### src/rtl/debounce_pulse.sv
// Synchronise and debounce a bouncy raw input; emit a clean
// registered level plus one-cycle RISE/FALL strobes.
module debounce_pulse #(
  parameter int SYNC_STAGES   = 2,
  parameter int STABLE_CYCLES = 4
) (
  input  logic CLK,
  input  logic Reset,
  input  logic D_raw,
  output logic Q,
  output logic RISE,
  output logic FALL,
  output logic BUSY
);

  localparam int CW = $clog2(STABLE_CYCLES + 1);
  localparam logic [CW-1:0] CNT_LAST = CW'(STABLE_CYCLES - 1);
  localparam logic [CW-1:0] CNT_ONE  = CW'(1);

  typedef enum logic [1:0] {
    S_LOW,
    S_WAIT_HI,
    S_HIGH,
    S_WAIT_LO
  } state_t;

  logic [SYNC_STAGES-1:0] r_sync;
  state_t                 r_state;
  logic [CW-1:0]          r_cnt;

  state_t                 w_state_nx;
  logic [CW-1:0]          w_cnt_nx;
  logic                   w_q_nx;
  logic                   w_rise_nx;
  logic                   w_fall_nx;
  logic                   w_busy_nx;
  logic                   w_s;

  assign w_s = r_sync[SYNC_STAGES-1];

  always_ff @(posedge CLK) begin
    if (Reset) begin
      r_sync <= '0;
    end else begin
      r_sync <= {r_sync[SYNC_STAGES-2:0], D_raw};
    end
  end

  // s is tested before the count so a return on the last cycle cancels
  always_comb begin
    w_state_nx = r_state;
    w_cnt_nx   = r_cnt;
    w_q_nx     = Q;
    w_rise_nx  = 1'b0;
    w_fall_nx  = 1'b0;
    unique case (r_state)
      S_LOW: begin
        if (w_s) begin
          w_state_nx = S_WAIT_HI;
          w_cnt_nx   = CNT_ONE;
        end else begin
          w_cnt_nx   = '0;
        end
      end
      S_WAIT_HI: begin
        if (!w_s) begin
          w_state_nx = S_LOW;
          w_cnt_nx   = '0;
        end else if (r_cnt == CNT_LAST) begin
          w_state_nx = S_HIGH;
          w_q_nx     = 1'b1;
          w_rise_nx  = 1'b1;
          w_cnt_nx   = '0;
        end else begin
          w_cnt_nx   = r_cnt + CNT_ONE;
        end
      end
      S_HIGH: begin
        if (!w_s) begin
          w_state_nx = S_WAIT_LO;
          w_cnt_nx   = CNT_ONE;
        end else begin
          w_cnt_nx   = '0;
        end
      end
      S_WAIT_LO: begin
        if (w_s) begin
          w_state_nx = S_HIGH;
          w_cnt_nx   = '0;
        end else if (r_cnt == CNT_LAST) begin
          w_state_nx = S_LOW;
          w_q_nx     = 1'b0;
          w_fall_nx  = 1'b1;
          w_cnt_nx   = '0;
        end else begin
          w_cnt_nx   = r_cnt + CNT_ONE;
        end
      end
      default: begin
        w_state_nx = S_LOW;
        w_cnt_nx   = '0;
      end
    endcase
    w_busy_nx = (w_state_nx == S_WAIT_HI) ||
                (w_state_nx == S_WAIT_LO);
  end

  always_ff @(posedge CLK) begin
    if (Reset) begin
      r_state <= S_LOW;
      r_cnt   <= '0;
      Q       <= 1'b0;
      RISE    <= 1'b0;
      FALL    <= 1'b0;
      BUSY    <= 1'b0;
    end else begin
      r_state <= w_state_nx;
      r_cnt   <= w_cnt_nx;
      Q       <= w_q_nx;
      RISE    <= w_rise_nx;
      FALL    <= w_fall_nx;
      BUSY    <= w_busy_nx;
    end
  end

endmodule

### config.mk
export PLATFORM = sky130hd
export DESIGN_NAME = debounce_pulse
export DESIGN_NICKNAME = d
export VERILOG_FILES = /design/src/rtl/debounce_pulse.sv
export SDC_FILE = /design/constraint.sdc
export NUM_CORES = 1
export LEC_CHECK = 0
export CORE_AREA = 8 8 45 47
export CTS_CLUSTER_DIAMETER = 120
export DETAILED_ROUTE_END_ITERATION = 8
export DIE_AREA = 0 0 53 55
export GPL_TIMING_DRIVEN = 0
export HOLD_SLACK_MARGIN = 0.15
export PLACE_DENSITY = 0.48
export SLEW_MARGIN = 30
export SYNTH_ARGS = -nofsm -noshare
export SYNTH_HDL_FRONTEND = slang
export SYNTH_SLANG_ARGS = --single-unit
export TNS_END_PERCENT = 100
### constraint.sdc
create_clock -name CLK -period 3.1 [get_ports CLK]
set_input_delay 0.62 -clock CLK [delete_from_list [all_inputs] [get_ports CLK]]
set_output_delay 0.62 -clock CLK [all_outputs]
set_load 0.1 [all_outputs]
Word-level counts from Yosys, hierarchy flattened
Index checks and enable logic that the tools add are counted.

$add $sub $neg: 1. Equal/unequal tests: 10. Mux-type cells: 19. Bitwise gates (word level): 3. Reduce and logical (&&, ||, !) cells: 6.

Operators by type and width (number): $mux 2 (6); $pmux 3 s4 (1); $mux 3 (3); $ne 2x2->1 const B (4); $pmux 2 s4 (1); $mux 1 (7); $eq 2x2->1 const B (3); $reduce_or 3->1 (2); $reduce_and 5->1 (1); $eq 2x1->1 const B (2); $add 3x1->3 const B (1); $eq 3x2->1 const B (1); $not 1->1 (3); $logic_not 2->1 (1); $pmux 1 s2 (1); $reduce_bool 2->1 (1); $logic_or 1x1->1 (1).

Register bits: 11. Bits of input ports: 3. Word-level logic and storage cells: 46.

Longest topological paths before layout
Depth in word-level cells: 6. Mapped depth: 4. Depth with buffers taken out: 4.

Least setup slack after synthesis
OpenSTA, ideal clock, no wires.

Kind: reg2out. Start: register Q. End: output port Q. Data arrival time: 0.936 ns. Data required time: 2.480 ns. Path slack: 1.544 ns. Stages on the path, launching flop included: 1. Cells stage by stage: dfxtp_1.

RTL lines: from (decl) (RTL line 10) `output logic Q,`; from (signal assigned) (RTL line 119) `Q <= w_q_nx;`.

No word-level cell between the ends.

Worst setup path in the final report
Start: register Q. End: output port Q.

No word-level cell between the ends.

==> flow_metrics.env <==
export IMPL_run_status="complete, no violations"
export IMPL_grt_pass1_wl_um=1083
export IMPL_crit_path_end_kind="primary output"
export IMPL_async_reset_ff_frac=0
export IMPL_via_per_inst=4.600
export IMPL_p_sw_uw=70.85
export IMPL_synthXorXnorAreaFrac=0.02251
export IMPL_pin_count=7
export IMPL_gp_congestion=0.7460
export IMPL_worst_slew_pin_slew_ps=967.2
export IMPL_total_power_uw=276.5
export IMPL_drt_pass1_iter_count=2
export IMPL_synth_nets=39
export IMPL_grt_overflow_total=0
export IMPL_ctsResizeCount=0
export IMPL_drt_iter0_drc=1
export IMPL_synth_area_per_cell_um2=11.12
export IMPL_vdd_drop_max_v=0.0002828
export IMPL_crit_family="buffers and inverters"
export IMPL_synthAdderAreaFrac=0.03215
export IMPL_fin_crit_ps=2363
export IMPL_area_delta_synth_final_pct=24.76
export IMPL_yosysWarningCount=0
export IMPL_final_period_utilization=0.7622
export IMPL_p_seq_frac=0.539
export IMPL_ys_seq_elements=11
export IMPL_synth_compound_area_share=0.08682
export IMPL_core_area_um2=1384
export IMPL_grt_pass1_vias=267
export IMPL_port_buffers=5
export IMPL_worst_path_buf_inv=1
export IMPL_slew_headroom=0.3532
export IMPL_p_int_uw=205.7
export IMPL_crit_chain="clkdlybuf4s50_1"
export IMPL_cts_tree="yes"
export IMPL_timing_hold_violations_final=0
export IMPL_cp_slowest_stage_delay_ps=1140
export IMPL_htree_num_levels=1
export IMPL_synth_edf_count=0
export IMPL_leakagePower_uw=0.0001789
export IMPL_setup_violations=0
export IMPL_synthSimpleGateAreaFrac=0.2701
export IMPL_rsz0062_at_grt="false"
export IMPL_fmax_ghz=0.4232
export IMPL_seq_area_frac_synth=0.5659
export IMPL_fp_dieArea_um2=2915
export IMPL_crit_slowest_cell="clkdlybuf4s50_1"
export IMPL_ctsHoldBuffers=0
export IMPL_clk_pin_slew_ps=60
export IMPL_fp_dieH_um=55
export IMPL_wl_um=623
export IMPL_drive_above_1_share=0.1591
export IMPL_syn_cell_area_um2=389.1
export IMPL_skew_ps=6.893
export IMPL_synthFlopType="dfxtp_1"
export IMPL_ys_types=18
export IMPL_wl_per_cell_um=10.38
export IMPL_pwr_share_clk=0.335
export IMPL_cts_buffers=3
export IMPL_synth_top_family_by_area="simple AND/OR/NAND/NOR gates"
export IMPL_sw_frac_of_total=0.2562
export IMPL_clock_path_buffers=2
export IMPL_worstPathArrival_ps=1740
export IMPL_clkLatencyLatePin_ps=260
export IMPL_p_comb_frac=0.126
export IMPL_cap_violations=0
export IMPL_track_usage=0.05647
export IMPL_antenna_found_initial=0
export IMPL_drc=0
export IMPL_synthCells=35
export IMPL_start_util=0.2812
export IMPL_power_density_nw_per_um2=569.6
export IMPL_row_count=14
export IMPL_synthMuxAreaShare=0
export IMPL_ctsRootBufferMaster="clkbuf_4"
export IMPL_critPathMaxFanout=3
export IMPL_cts_setup_buffers=0
export IMPL_fill_cells=141
export IMPL_startpoint_type="flip-flop"
export IMPL_dpl_hpwl_um=457.7
export IMPL_die_width_um=53
export IMPL_vias=276
export IMPL_tns_ps=0
export IMPL_holdWs_ps=444.3
export IMPL_hold_class="reg -> reg"
export IMPL_slew_violations=0
export IMPL_antenna_cells=0
export IMPL_num_nets_final=49
export IMPL_required_ps=2480
export IMPL_grt_max_degree=11
export IMPL_crit_type="reg -> out"
export IMPL_postRouteAntennaNets=0
export IMPL_clock_sinks=11
## state kept, by name (all words and copies together), names as in the netlist
register  count
r_sync        2
RISE          1
Q             1
BUSY          1
r_cnt         3
r_state       2
FALL          1
## cell families (layout without fill, tap and decap cells)
group	Yosys count	count (layout)
AND/OR/NAND/NOR	14	14
flip-flops	11	11
AO/OA/AOI/OAI	6	6
buffers and inverters	2	11
adder cells (fa/ha/maj)	1	1
XOR/XNOR	1	1
## final cells by class
cell class,count,area [um^2],share of cell area
buffer,1,5.005,0.01031
sequential,11,220.2,0.4536
multi-input combinational,22,160.2,0.3299
tap,16,20.02,0.04124
inverter,1,3.754,0.007732
clock buffer,4,26.28,0.05412
timing repair buffer,5,50.05,0.1031
## routing by layer
metal,global-route usage,vias up,part of all wire,routed length (um)
met4,0.03879,0,0.014,9
met1,0.05368,125,0.46,284
li1,-,140,-,-
met5,0,-,0,0
met3,0.05882,2,0.11,71
met2,0.07227,9,0.41,258
## power groups by stage
stage | combinational [uW] | clock (uW) | sequential (uW)
6_report | 34.9 | 92.6 | 149
5_1_grt | 36.8 | 108 | 150
4_1_cts | 35.3 | 96.6 | 149
3_5_place_dp | 35.3 | 0 | 152
3_3_place_gp | 35.1 | 0 | 152
2_1_floorplan | 8.25 | 0 | 171
## worst paths after layout
path                         from                   end  depth (start not counted)  slack, ps
min          r_sync[0]$_SDFF_PP0_  r_sync[1]$_SDFF_PP0_                          1        440
min reg2reg  r_sync[0]$_SDFF_PP0_  r_sync[1]$_SDFF_PP0_                          1        440
max                Q$_SDFFE_PP0P_                     Q                          1        740
max reg2reg   r_cnt[0]$_SDFF_PP0_   r_cnt[0]$_SDFF_PP0_                          4       1890
## synth_stat cells, drive strengths merged, types with 2 or more instances
cell    number  share of area
nand3b       2          0.039
o21ai        2          0.026
nor3b        3          0.084
dfxtp       11           0.57
nor2b        2          0.032
a21oi        2          0.026
nor4b        2          0.045
nand2        2          0.019
## layout by cell type (no fill, tap or decap), types with 2 or more instances in the layout
cell             Yosys  final
a21oi_1              2      2
clkbuf_4             0      3
clkdlybuf4s50_1      0      5
dfxtp_1             11     11
nand2_1              2      2
nand3b_1             2      2
nor2b_1              2      2
nor3b_2              2      2
nor4b_1              2      2
o21ai_0              2      2
## metrics by stage
stage / cell area, um^2 / instances / utilization / setup slack [ps]
final: 485.5 / 60 / 0.3508 / 737.3
after global routing: 485.5 / 60 / 0.3508 / 669.7
after CTS: 485.5 / 60 / 0.3508 / 718.0
after detailed placement: 459.2 / 56 / 0.3318 / 1012
after global placement: 459.2 / 56 / 0.3318 / 1019
after floorplan: 389.1 / 35 / - / 1544
(Power assumes the default switching activity.)
